### src/rtl/burst_read_seq_pkg.sv
// Shared types and helpers for the burst read sequencer and its counters.
package burst_read_seq_pkg;

    typedef enum logic {
        IDLE = 1'b0,
        RUN  = 1'b1
    } seq_state_t;

    // Increment modulo depth; depth need not be a power of two.
    function automatic int unsigned next_addr(input int unsigned addr, input int unsigned depth);
        return (addr + 32'd1 == depth) ? 32'd0 : addr + 32'd1;
    endfunction

endpackage

### src/rtl/burst_read_seq_counter.sv
// mod_counter: loadable modulo-MOD up-counter, shared by the read address path and FIFO pointers.
module mod_counter
    import burst_read_seq_pkg::*;
#(
    parameter int unsigned W   = 4,
    parameter int unsigned MOD = 16
) (
    input  logic         clk,
    input  logic         rst,
    input  logic         load_i,
    input  logic [W-1:0] load_val_i,
    input  logic         inc_i,
    output logic [W-1:0] cnt_o
);

    logic [W-1:0] cnt_q, cnt_d;

    // Load wins over increment so a burst reload never skips the base address.
    always_comb begin
        cnt_d = cnt_q;
        if (load_i) begin
            cnt_d = load_val_i;
        end else if (inc_i) begin
            cnt_d = W'(next_addr(32'(cnt_q), MOD));
        end
    end

    always_ff @(posedge clk) begin
        if (rst) begin
            cnt_q <= '0;
        end else begin
            cnt_q <= cnt_d;
        end
    end

    assign cnt_o = cnt_q;

endmodule

### src/rtl/burst_read_seq.sv
// Read-burst sequencer: issues burst_len strobes with wrapping addresses, optional continuous repeat.
// Optional abort input is enabled by defining BURST_READ_SEQ_ABORT_EN.
module burst_read_seq
    import burst_read_seq_pkg::*;
#(
    parameter int unsigned ADDR_W = 4,
    parameter int unsigned DEPTH  = 16,
    parameter int unsigned LEN_W  = 5
) (
    input  logic              clk,
    input  logic              rst,
    input  logic              start,
    input  logic [ADDR_W-1:0] base_addr,
    input  logic [LEN_W-1:0]  burst_len,
    input  logic              cont,
    input  logic              stop,
    input  logic              rd_ready,
`ifdef BURST_READ_SEQ_ABORT_EN
    input  logic              abort,
`endif
    output logic              rd_en,
    output logic [ADDR_W-1:0] rd_addr,
    output logic [LEN_W-1:0]  beat_idx,
    output logic              busy,
    output logic              done
);

    seq_state_t        state_q;
    logic [ADDR_W-1:0] base_q;
    logic [LEN_W-1:0]  len_q;
    logic              cont_q;
    logic              stop_q;
    logic [LEN_W-1:0]  beat_q;
    logic              done_q;
    logic              rd_en_q;
    logic              busy_q;

    logic              abort_c;
    logic              accept_c;
    logic              last_c;
    logic              stop_eff_c;
    logic              launch_c;
    logic              reload_c;
    logic              cnt_load_c;
    logic [ADDR_W-1:0] cnt_load_val_c;
    logic              cnt_inc_c;

`ifdef BURST_READ_SEQ_ABORT_EN
    assign abort_c = abort && (state_q == RUN);
`else
    assign abort_c = 1'b0;
`endif

    // An aborted beat is treated as not taken.
    assign accept_c   = rd_en_q && rd_ready && !abort_c;
    assign last_c     = (beat_q == len_q - LEN_W'(1));
    assign stop_eff_c = stop_q || stop;
    assign launch_c   = (state_q == IDLE) && start && (burst_len != '0);
    assign reload_c   = accept_c && last_c && cont_q && !stop_eff_c;

    assign cnt_load_c     = launch_c || reload_c;
    assign cnt_load_val_c = launch_c ? base_addr : base_q;
    assign cnt_inc_c      = accept_c && !last_c;

    mod_counter #(
        .W   (ADDR_W),
        .MOD (DEPTH)
    ) u_addr_cnt (
        .clk        (clk),
        .rst        (rst),
        .load_i     (cnt_load_c),
        .load_val_i (cnt_load_val_c),
        .inc_i      (cnt_inc_c),
        .cnt_o      (rd_addr)
    );

    // Sequencer FSM with registered strobe, status and completion pulse.
    always_ff @(posedge clk) begin
        if (rst) begin
            state_q <= IDLE;
            base_q  <= '0;
            len_q   <= '0;
            cont_q  <= 1'b0;
            stop_q  <= 1'b0;
            beat_q  <= '0;
            done_q  <= 1'b0;
            rd_en_q <= 1'b0;
            busy_q  <= 1'b0;
        end else begin
            done_q <= 1'b0;
            case (state_q)
                IDLE: begin
                    if (start) begin
                        if (burst_len != '0) begin
                            state_q <= RUN;
                            base_q  <= base_addr;
                            len_q   <= burst_len;
                            cont_q  <= cont;
                            stop_q  <= 1'b0;
                            beat_q  <= '0;
                            rd_en_q <= 1'b1;
                            busy_q  <= 1'b1;
                        end else begin
                            done_q <= 1'b1;
                        end
                    end
                end
                RUN: begin
                    if (stop) begin
                        stop_q <= 1'b1;
                    end
                    if (abort_c) begin
                        state_q <= IDLE;
                        rd_en_q <= 1'b0;
                        busy_q  <= 1'b0;
                    end else if (accept_c) begin
                        if (!last_c) begin
                            beat_q <= beat_q + LEN_W'(1);
                        end else begin
                            done_q <= 1'b1;
                            beat_q <= '0;
                            if (!reload_c) begin
                                state_q <= IDLE;
                                rd_en_q <= 1'b0;
                                busy_q  <= 1'b0;
                            end
                        end
                    end
                end
            endcase
        end
    end

    assign rd_en    = rd_en_q;
    assign beat_idx = beat_q;
    assign busy     = busy_q;
    assign done     = done_q;

endmodule

### config.mk
export PLATFORM = sky130hd
export DESIGN_NAME = burst_read_seq
export DESIGN_NICKNAME = d
export VERILOG_FILES = /design/src/rtl/burst_read_seq_pkg.sv /design/src/rtl/burst_read_seq_counter.sv /design/src/rtl/burst_read_seq.sv
export SDC_FILE = /design/constraint.sdc
export NUM_CORES = 1
export LEC_CHECK = 0
export ABC_AREA = 1
export BUFFER_PORTS_ARGS = -buffer_cell sky130_fd_sc_hd__buf_2
export CAP_MARGIN = 20
export CORE_UTILIZATION = 56
export DETAILED_ROUTE_END_ITERATION = 10
export MAX_ROUTING_LAYER = met4
export PLACE_DENSITY = 0.83
export SLEW_MARGIN = 40
export SYNTH_ARGS = -nofsm -noshare
export SYNTH_HDL_FRONTEND = slang
export SYNTH_SLANG_ARGS = --single-unit
export TNS_END_PERCENT = 10
### constraint.sdc
create_clock -name clk -period 3.1 [get_ports clk]
set_clock_uncertainty 0.2 [all_clocks]
set_input_delay 0.62 -clock clk [delete_from_list [all_inputs] [get_ports clk]]
set_output_delay 0.62 -clock clk [all_outputs]
set_load 0.03 [all_outputs]
==> results.ini, run 1 <==
[global_routing]
grt_use_met1_pct = 33.7
grt_pass1_vias = 1140
grt_busiest_layer = met2
grt_max_degree = 14
grtUsageMet2_pct = 40.7
grt_pass1_wl_um = 4730
grt_overflow = 0
met3_usage_pct = 4.09
grt_usage_pct = 26.0
antenna_found_initial = 0

[routing]
drt_iter0_markers = 61
ant_nets = 0
drt_first_pass_iters = 4
viasPerCell = 5.24
wire_per_inst_um = 11.2
vias = 1257
drc = 0
routed_wl_um = 2700

[placed_design]
dp_hpwl_um = 2050
gp_congestion = 0.828
io_buffers = 26

[clock_tree]
cts.sinks = 23
postCtsHoldBufs = 0
clkSlewWorstSetupHoldPaths_ps = 130
cts_resized = 0
postCtsSetupBuffers = 0
cts_tree = done
worstSkewPairLatency_ps = 320
clock-root-buffer = clkbuf_4
cts.path.max_buffers = 2
cts_htree_levels = 1
numCtsBuffers = 3

[setup_path]
critical_path_class = primary input to register
worstPathArrival_ps = 2030
critical_path.startpoint = burst_len[0]
path_delay_family = simple AND/OR/NAND/NOR gates
crit_buf_inv = 2
critical-path-max-stage-delay_ps = 260
r2r.worst_path.cells = 13
path_max_fanout = 13
cp_slowest_cell = nand2_1
crit_chain = buf_2, nor3_2, nand3_1, nand2_1, buf_4, o21ai_2, nand2_1, nand2_1, nor3b_1
crit_path_frequent_cell = nand2_1
r2r_slack_ps = 1140
reg2reg_from = len_q[0]$_SDFFE_PP0P_
r2r-end = busy$_SDFFE_PP0P_
end_kind = register
cp-start-kind = primary input
crit_required_ps = 3160
cp.depth = 9
cp-endpoint = beat_idx[4]$_SDFFE_PP0P_

[floorplan]
core.rowCount = 16
dieWidth_um = 48.7
dieArea_um2 = 2370
boundaryPins = 27
die_y_um = 48.7
core_area_um2 = 2000
start_util_pct = 60.9

[run_status]
outcome = finished clean

[logic_synthesis]
yosysTopAreaCellShare_pct = 37.8
yosys.area.top_type = dfxtp_1
avgSynthCellArea_um2 = 6.55
synth_nets = 204
yosysSeqAreaShare_pct = 37.8
ys_types = 23
yosys-top-cells-area = dfxtp_1 (38%), nand2_1 (18%), nor2_1 (8.0%)
ys_warn_count = 0
synth_area_um2 = 1220
ys_ff_latch = 23
synthCells = 186

[finish]
drive_gt1_share_pct = 19.7
antenna_cells = 0
final_cell_mix = nand2_1 (59), nor2_1 (26), buf_2 (26), dfxtp_1 (23), inv_1 (22)
layout_commonest_cell = nand2_1
layout.nets = 232
area_growth_pct = 13.9

[timing]
max_slew_margin_pct = 78.9
fin_hold_ws_ps = 275
maxSlewViolCount = 0
fin_crit_ps = 1970
final-hold-violation-count = 0
fin_crit_sh_pct = 63.5
setup_viol = 0
worstMarginPinSlew_ps = 316
fmax_mhz = 508
finalSetupTns_ps = 0
rsz0062_at_grt = false

[power_and_ir_drop]
peakVddDrop_v = 0.000317
pwr_density_cell_nw_per_um2 = 452
p_leak_nw = 0.724
total_power_mw = 0.627

[flow_run]
cap_violations = 0

[worst_hold_path]
hold_class = register to register

## area by class of cell
| type | count | area (µm²) |
|---|---|---|
| inverters | 24 | 90.1 |
| repair buffers | 27 | 138 |
| flip-flops and latches | 23 | 460 |
| clock buffers | 3 | 22.5 |
| fillers | 183 | 614 |
| well taps | 27 | 33.8 |
| multi-input cells | 135 | 638 |
| clock inverters | 1 | 5.00 |
## Yosys cell counts
cell type,number
a211oi_1,1
a21oi_1,13
buf_4,2
buf_6,1
clkbuf_1,1
dfxtp_1,23
ha_1,3
inv_1,22
inv_2,2
nand2_1,59
nand2_2,2
nand3_1,7
nand3_2,1
nand4_1,4
nor2_1,26
nor2_2,3
nor3_2,1
nor3b_1,1
o21ai_0,7
o21ai_1,1
o21ai_2,1
or2_2,1
xor2_1,4
## state kept, by name, indices dropped and copies added, names as in the netlist
signal	count
u_addr_cnt.cnt_o	4
busy	1
base_q	4
stop_q	1
cont_q	1
done	1
beat_idx	5
state_q	1
len_q	5
## stage by stage
stage | setup WS, ps | cell area (µm²) | std cells | utilization, %
after floorplan | 1320 | 1220 | 186 | -
after global placement | 845 | 1360 | 236 | 67.9
after detailed placement | 794 | 1360 | 236 | 67.9
after CTS | 1110 | 1390 | 240 | 69.3
after global routing | 881 | 1390 | 240 | 69.3
final | 1130 | 1390 | 240 | 69.3
## cell families (layout without fill, tap and decap cells)
family	count (synthesis)	in the layout	share of synthesized area [%]
and+or+nand+nor	105	105	36.4
adders and majority gates	3	3	3.08
DFF	23	23	37.8
buffers and inverters	28	55	9.86
AOI/OAI and AO/OA	23	23	9.96
xor gates and xnor gates	4	4	2.87
## report_power, final
group	switching (mW)	internal (mW)
combinational	0.0986	0.0501
sequential	0.0166	0.315
clock	0.0980	0.0484
total	0.213	0.414
## tightest hold or removal path: cells and delay by family (launching register included)
| family | cells | cell delay [ps] |
|---|---|---|
| AO/OA/AOI/OAI | 1 | 50 |
| flip-flops | 1 | 330 |
| AND/OR/NAND/NOR | 1 | 60 |
## worst min-delay path by stage
stage | from | endpoint | slack, ps | cells after the start
after floorplan | stop_q$_SDFFE_PP0P_ | stop_q$_SDFFE_PP0P_ | 230 | 2
after global placement | stop_q$_SDFFE_PP0P_ | stop_q$_SDFFE_PP0P_ | 260 | 2
after detailed placement | stop_q$_SDFFE_PP0P_ | stop_q$_SDFFE_PP0P_ | 260 | 2
after CTS | stop_q$_SDFFE_PP0P_ | stop_q$_SDFFE_PP0P_ | 280 | 2
after global routing | stop_q$_SDFFE_PP0P_ | stop_q$_SDFFE_PP0P_ | 290 | 2
final | stop_q$_SDFFE_PP0P_ | stop_q$_SDFFE_PP0P_ | 280 | 2
## routing by layer
layer	routed length, µm	vias up
met5	0	-
met4	67	0
met3	211	9
met2	1270	60
met1	1150	558
li1	-	630
Note: power is estimated with default switching activity, not from simulation.
==> run 2, diff against run 1 <==
--- a/config.mk
+++ b/config.mk
@@ -8,10 +8,10 @@
 export ABC_AREA = 1
 export BUFFER_PORTS_ARGS = -buffer_cell sky130_fd_sc_hd__buf_2
 export CAP_MARGIN = 20
-export CORE_UTILIZATION = 56
+export CORE_UTILIZATION = 52
 export DETAILED_ROUTE_END_ITERATION = 10
 export MAX_ROUTING_LAYER = met4
-export PLACE_DENSITY = 0.83
+export PLACE_DENSITY = 0.78
 export SLEW_MARGIN = 40
 export SYNTH_ARGS = -nofsm -noshare
 export SYNTH_HDL_FRONTEND = slang
==> constraint.sdc (replaced) <==
create_clock -name clk -period 2 [get_ports clk]
set_clock_uncertainty 0.2 [all_clocks]
set_input_delay 0.4 -clock clk [delete_from_list [all_inputs] [get_ports clk]]
set_output_delay 0.4 -clock clk [all_outputs]
set_load 0.03 [all_outputs]
==> results.ini, run 2 (synthesis gave the netlist of run 1 again) <==
[run_status]
outcome = finished clean

[global_routing]
grt_max_degree = 14
grt_overflow = 0
antenna_found_initial = 0
grt_pass1_wl_um = 4570
grt_pass1_vias = 1116
grt_usage_pct = 24.4

[timing]
final-hold-violation-count = 0
fmax_mhz = 520
maxSlewViolCount = 0
fin_hold_ws_ps = 119
max_slew_margin_pct = 77.8
worstMarginPinSlew_ps = 332
rsz0062_at_grt = true
fin_crit_sh_pct = 96.2
setup_viol = 0
fin_crit_ps = 1920

[routing]
routed_wl_um = 2650
vias = 1222
met1_length_um = 1240
viasPerCell = 5.03
drc = 0
wire_per_inst_um = 10.9
top_layer = met4
drt_iter0_markers = 13
wl_met2_um = 1260
drt_first_pass_iters = 4
ant_nets = 0
wl_met3_um = 117

[clock_tree]
clkSlewWorstSetupHoldPaths_ps = 130
cts_tree = done
worstSkewPairLatency_ps = 320
cts.path.max_buffers = 2
clock-root-buffer = clkbuf_4
cts.sinks = 23
numCtsBuffers = 3
cts_htree_levels = 1

[worst_hold_path]
hp-start = stop
min_to = stop_q$_SDFFE_PP0P_
hold_class = primary input to register
hold_path_depth = 3

[power_and_ir_drop]
peakVddDrop_v = 0.000539
p_int_mw = 0.652
p_leak_nw = 0.734
pwr_density_cell_nw_per_um2 = 689
pwr-share-seq_pct = 52.3
clkPwrFrac_pct = 23.1
p_comb_share_pct = 24.6
power.switching_mw = 0.333
power_switching_share_pct = 33.8

[setup_path]
critical_path.startpoint = len_q[0]$_SDFFE_PP0P_
cp-start-kind = register
path_max_fanout = 4
end_kind = register
r2r.worst_path.cells = 13
r2r_slack_ps = 80
crit_required_ps = 2030
critical_path_class = register to register
worstPathArrival_ps = 1950
r2r-end = u_addr_cnt.cnt_o[2]$_SDFFE_PP0P_
reg2reg_from = len_q[0]$_SDFFE_PP0P_

[floorplan]
start_util_pct = 55.1
dieArea_um2 = 2540
core_area_um2 = 2210
boundaryPins = 27
dieWidth_um = 50.4
core.rowCount = 17
die_y_um = 50.4

[finish]
drive_gt1_share_pct = 24.7
layout_commonest_cell = nand2_1
antenna_cells = 0
layout.nets = 234
design_area_um2 = 1430
layout.cells.non_filler = 243
area_growth_pct = 17.4
final_cell_mix = nand2_1 (56), buf_2 (26), nor2_1 (25), dfxtp_1 (22), inv_1 (19)

[flow_run]
cap_violations = 0

[placed_design]
dp_cells = 239
gp_congestion = 0.847
io_buffers = 26
dp_hpwl_um = 2040
postPlaceCellArea_um2 = 1380

-- run 2: cell type report --
class                   count  area, µm²
clock buffers               3       22.5
clock inverters             1       5.00
fillers                   224        782
inverters                  24       92.6
multi-input cells         135        661
flip-flops and latches     23        462
well taps                  28       35.0
repair buffers             29        153
-- run 2: worst max-delay path by stage --
stage	endpoint	slack, ps	depth (start not counted)
floorplan	busy$_SDFFE_PP0P_	240	12
global placement	u_addr_cnt.cnt_o[0]$_SDFFE_PP0P_	-10	9
detailed placement	u_addr_cnt.cnt_o[0]$_SDFFE_PP0P_	-20	9
CTS	busy$_SDFFE_PP0P_	20	13
global route	u_addr_cnt.cnt_o[1]$_SDFFE_PP0P_	-120	14
finish	u_addr_cnt.cnt_o[2]$_SDFFE_PP0P_	80	13
-- run 2: power by group through the flow --
stage                     Combinational (mW)  Sequential [mW]  Clock, mW
after global routing                   0.279            0.519      0.244
final                                  0.243            0.515      0.228
after global placement                 0.225            0.522          0
after CTS                              0.232            0.513      0.228
after detailed placement               0.231            0.523          0
after floorplan                        0.152            0.542          0
-- run 2: metrics by stage --
stage	TNS [ps]	util (%)	power, mW	worst slack (ps)
2_1_floorplan	0	-	0.694	240
3_3_place_gp	-12.3	62.2	0.747	-12.3
3_5_place_dp	-20.7	62.2	0.754	-20.7
6_report	0	64.6	0.985	75.6
4_1_cts	0	63.5	0.974	22.3
5_1_grt	-454	64.6	1.04	-116
-- run 2: metal layers --
layer | GRT usage, % | up-vias
met5 | - | -
met4 | 11.1 | 0
met3 | 4.55 | 5
met2 | 38.7 | 35
met1 | 30.0 | 546
li1 | - | 636
-- run 2: timing repair --
item	4_1_cts	5_1_grt
buffers inserted	0	0
resized for setup	0	10
endpoints found under the setup margin	0	12
hold buffers	0	0
-- run 2: worst max-delay path, stage by stage, from the launching register on --
cell	delay (ps)
dfxtp_2	370
inv_4	50
ha_4	260
inv_2	20
nand2_1	50
nand2_1	40
nor2_1	80
nand2_1	70
nor2_2	130
nand4_1	190
nand3_2	160
nor2_1	60
nor2_1	100
nor2_1	40
==> run 3, diff against run 2 <==
--- a/config.mk
+++ b/config.mk
@@ -8,8 +8,10 @@
 export ABC_AREA = 1
 export BUFFER_PORTS_ARGS = -buffer_cell sky130_fd_sc_hd__buf_2
 export CAP_MARGIN = 20
+export CORE_ASPECT_RATIO = 0.75
 export CORE_UTILIZATION = 52
 export DETAILED_ROUTE_END_ITERATION = 10
+export GPL_TIMING_DRIVEN = 0
 export MAX_ROUTING_LAYER = met4
 export PLACE_DENSITY = 0.78
 export SLEW_MARGIN = 40
==> results.ini, run 3 (synthesis gave the netlist of run 1 again) <==
[floorplan]
dieWidth_um = 57.9
core.rowCount = 14
dieArea_um2 = 2540
start_util_pct = 58.0
boundaryPins = 27
die_y_um = 43.9
core_area_um2 = 2100

[setup_path]
r2r-end = u_addr_cnt.cnt_o[2]$_SDFFE_PP0P_
critical_path.startpoint = len_q[0]$_SDFFE_PP0P_
r2r_slack_ps = 70
critical_path_class = register to register
cp-start-kind = register
cp-endpoint = u_addr_cnt.cnt_o[2]$_SDFFE_PP0P_
path_max_fanout = 4
reg2reg_from = len_q[0]$_SDFFE_PP0P_
r2r.worst_path.cells = 14
crit_required_ps = 2060
worstPathArrival_ps = 1990
end_kind = register

[clock_tree]
cts.path.max_buffers = 2
clkSlewWorstSetupHoldPaths_ps = 130
clock-root-buffer = clkbuf_4
cts_tree = done
cts_htree_levels = 1
postCtsSetupBuffers = 0
worstSkewPairLatency_ps = 310
postCtsHoldBufs = 0
cts.sinks = 23
numCtsBuffers = 3

[finish]
layout_commonest_cell = nand2_1
antenna_cells = 0
multi_input_area_um2 = 656
utilization_pct = 67.8
layout.nets = 235
drive_gt1_share_pct = 23.1
design_area_um2 = 1430
area_growth_pct = 16.9
layout.cells.non_filler = 240
final-seq-area_um2 = 463
final_cell_mix = nand2_1 (58), buf_2 (26), nor2_1 (25), dfxtp_1 (21), inv_1 (20)
nFillCells = 196

[routing]
wire_per_inst_um = 10.9
ant_nets = 0
vias = 1192
routed_wl_um = 2610
drt_first_pass_iters = 8
drc = 1
drt_iter0_markers = 26
viasPerCell = 4.97

[power_and_ir_drop]
p_leak_nw = 0.734
peakVddDrop_v = 0.000410
pwr_density_cell_nw_per_um2 = 684
total_power_mw = 0.975

[timing]
maxSlewViolCount = 0
worstMarginPinSlew_ps = 466
final-hold-violation-count = 0
max_slew_margin_pct = 68.9
rsz0062_at_grt = true
setup_viol = 0
fin_crit_sh_pct = 96.7
fmax_mhz = 517
finalSetupTns_ps = 0
fin_crit_ps = 1930
setup_slack_ps = 65.2
fin_hold_ws_ps = 55.6

[global_routing]
grt_pass1_wl_um = 4200
grt_pass1_vias = 995
grt_usage_pct = 22.7
grt_overflow = 0
antenna_found_initial = 0
grt_max_degree = 13

[placed_design]
io_buffers = 26
dp_cells = 236
postPlaceCellArea_um2 = 1380
dp_hpwl_um = 2000
dp_worst_setup_slack_ps = 63.7
gp_congestion = 0.875

[flow_run]
cap_violations = 0

[run_status]
outcome = finished with violations
failed_checks = design-rule violations

[worst_hold_path]
hold_class = primary input to register

run 3: cell types whose count changed in the layout (fill, tap and decap cells not counted), sizes merged:
cell    delta
clkbuf     +2
clkinv     -1
run 3: worst min-delay path by stage:
stage | startpoint | end | slack, ps | depth (start not counted)
floorplan | stop_q$_SDFFE_PP0P_ | stop_q$_SDFFE_PP0P_ | 230 | 2
global placement | stop_q$_SDFFE_PP0P_ | stop_q$_SDFFE_PP0P_ | 240 | 2
detailed placement | stop_q$_SDFFE_PP0P_ | stop_q$_SDFFE_PP0P_ | 250 | 2
CTS | rst | stop_q$_SDFFE_PP0P_ | 50 | 2
global route | rst | stop_q$_SDFFE_PP0P_ | 40 | 2
finish | rst | stop_q$_SDFFE_PP0P_ | 60 | 2
run 3: repair_timing:
item                                   in CTS  in global routing
setup endpoints to repair                   0                 11
resized for setup                           0                  7
endpoints found under the hold margin       0                  0
run 3: area by class of cell:
| type | count | area share [%] |
|---|---|---|
| multi-input cells | 135 | 46.0 |
| flip-flops and latches | 23 | 32.5 |
| repair buffers | 26 | 9.13 |
| inverters | 24 | 6.32 |
| plain buffers | 4 | 2.11 |
| well taps | 24 | 2.11 |
| clock buffers | 4 | 1.84 |
run 3: where the power goes:
| group | total [mW] | switching, mW | internal, mW | leakage, nW |
|---|---|---|---|---|
| combinational | 0.243 | 0.155 | 0.0879 | 0.530 |
| clock | 0.218 | 0.140 | 0.0780 | 0.0150 |
| sequential | 0.515 | 0.0253 | 0.489 | 0.190 |
| total | 0.975 | 0.320 | 0.655 | 0.734 |
run 3: worst max-delay path, stage by stage (launching register included):
cell	delay, ps
dfxtp_2	350
inv_2	60
ha_4	260
inv_1	30
nand2_1	50
nand2_1	40
nor2_1	110
nand2_1	80
nor2_2	140
nand2_2	100
nand2_2	90
nand3_2	110
nor2_1	100
nor2_1	50
nor2_1	90
run 3: metal layers:
layer / vias up / track usage, % / part of all wire (%)
met3: 2 / 6.27 / 5.4
li1: 644 / - / -
met4: 0 / 4.29 / 0.50
met5: - / - / 0
met1: 514 / 30.1 / 51
met2: 32 / 35.2 / 43
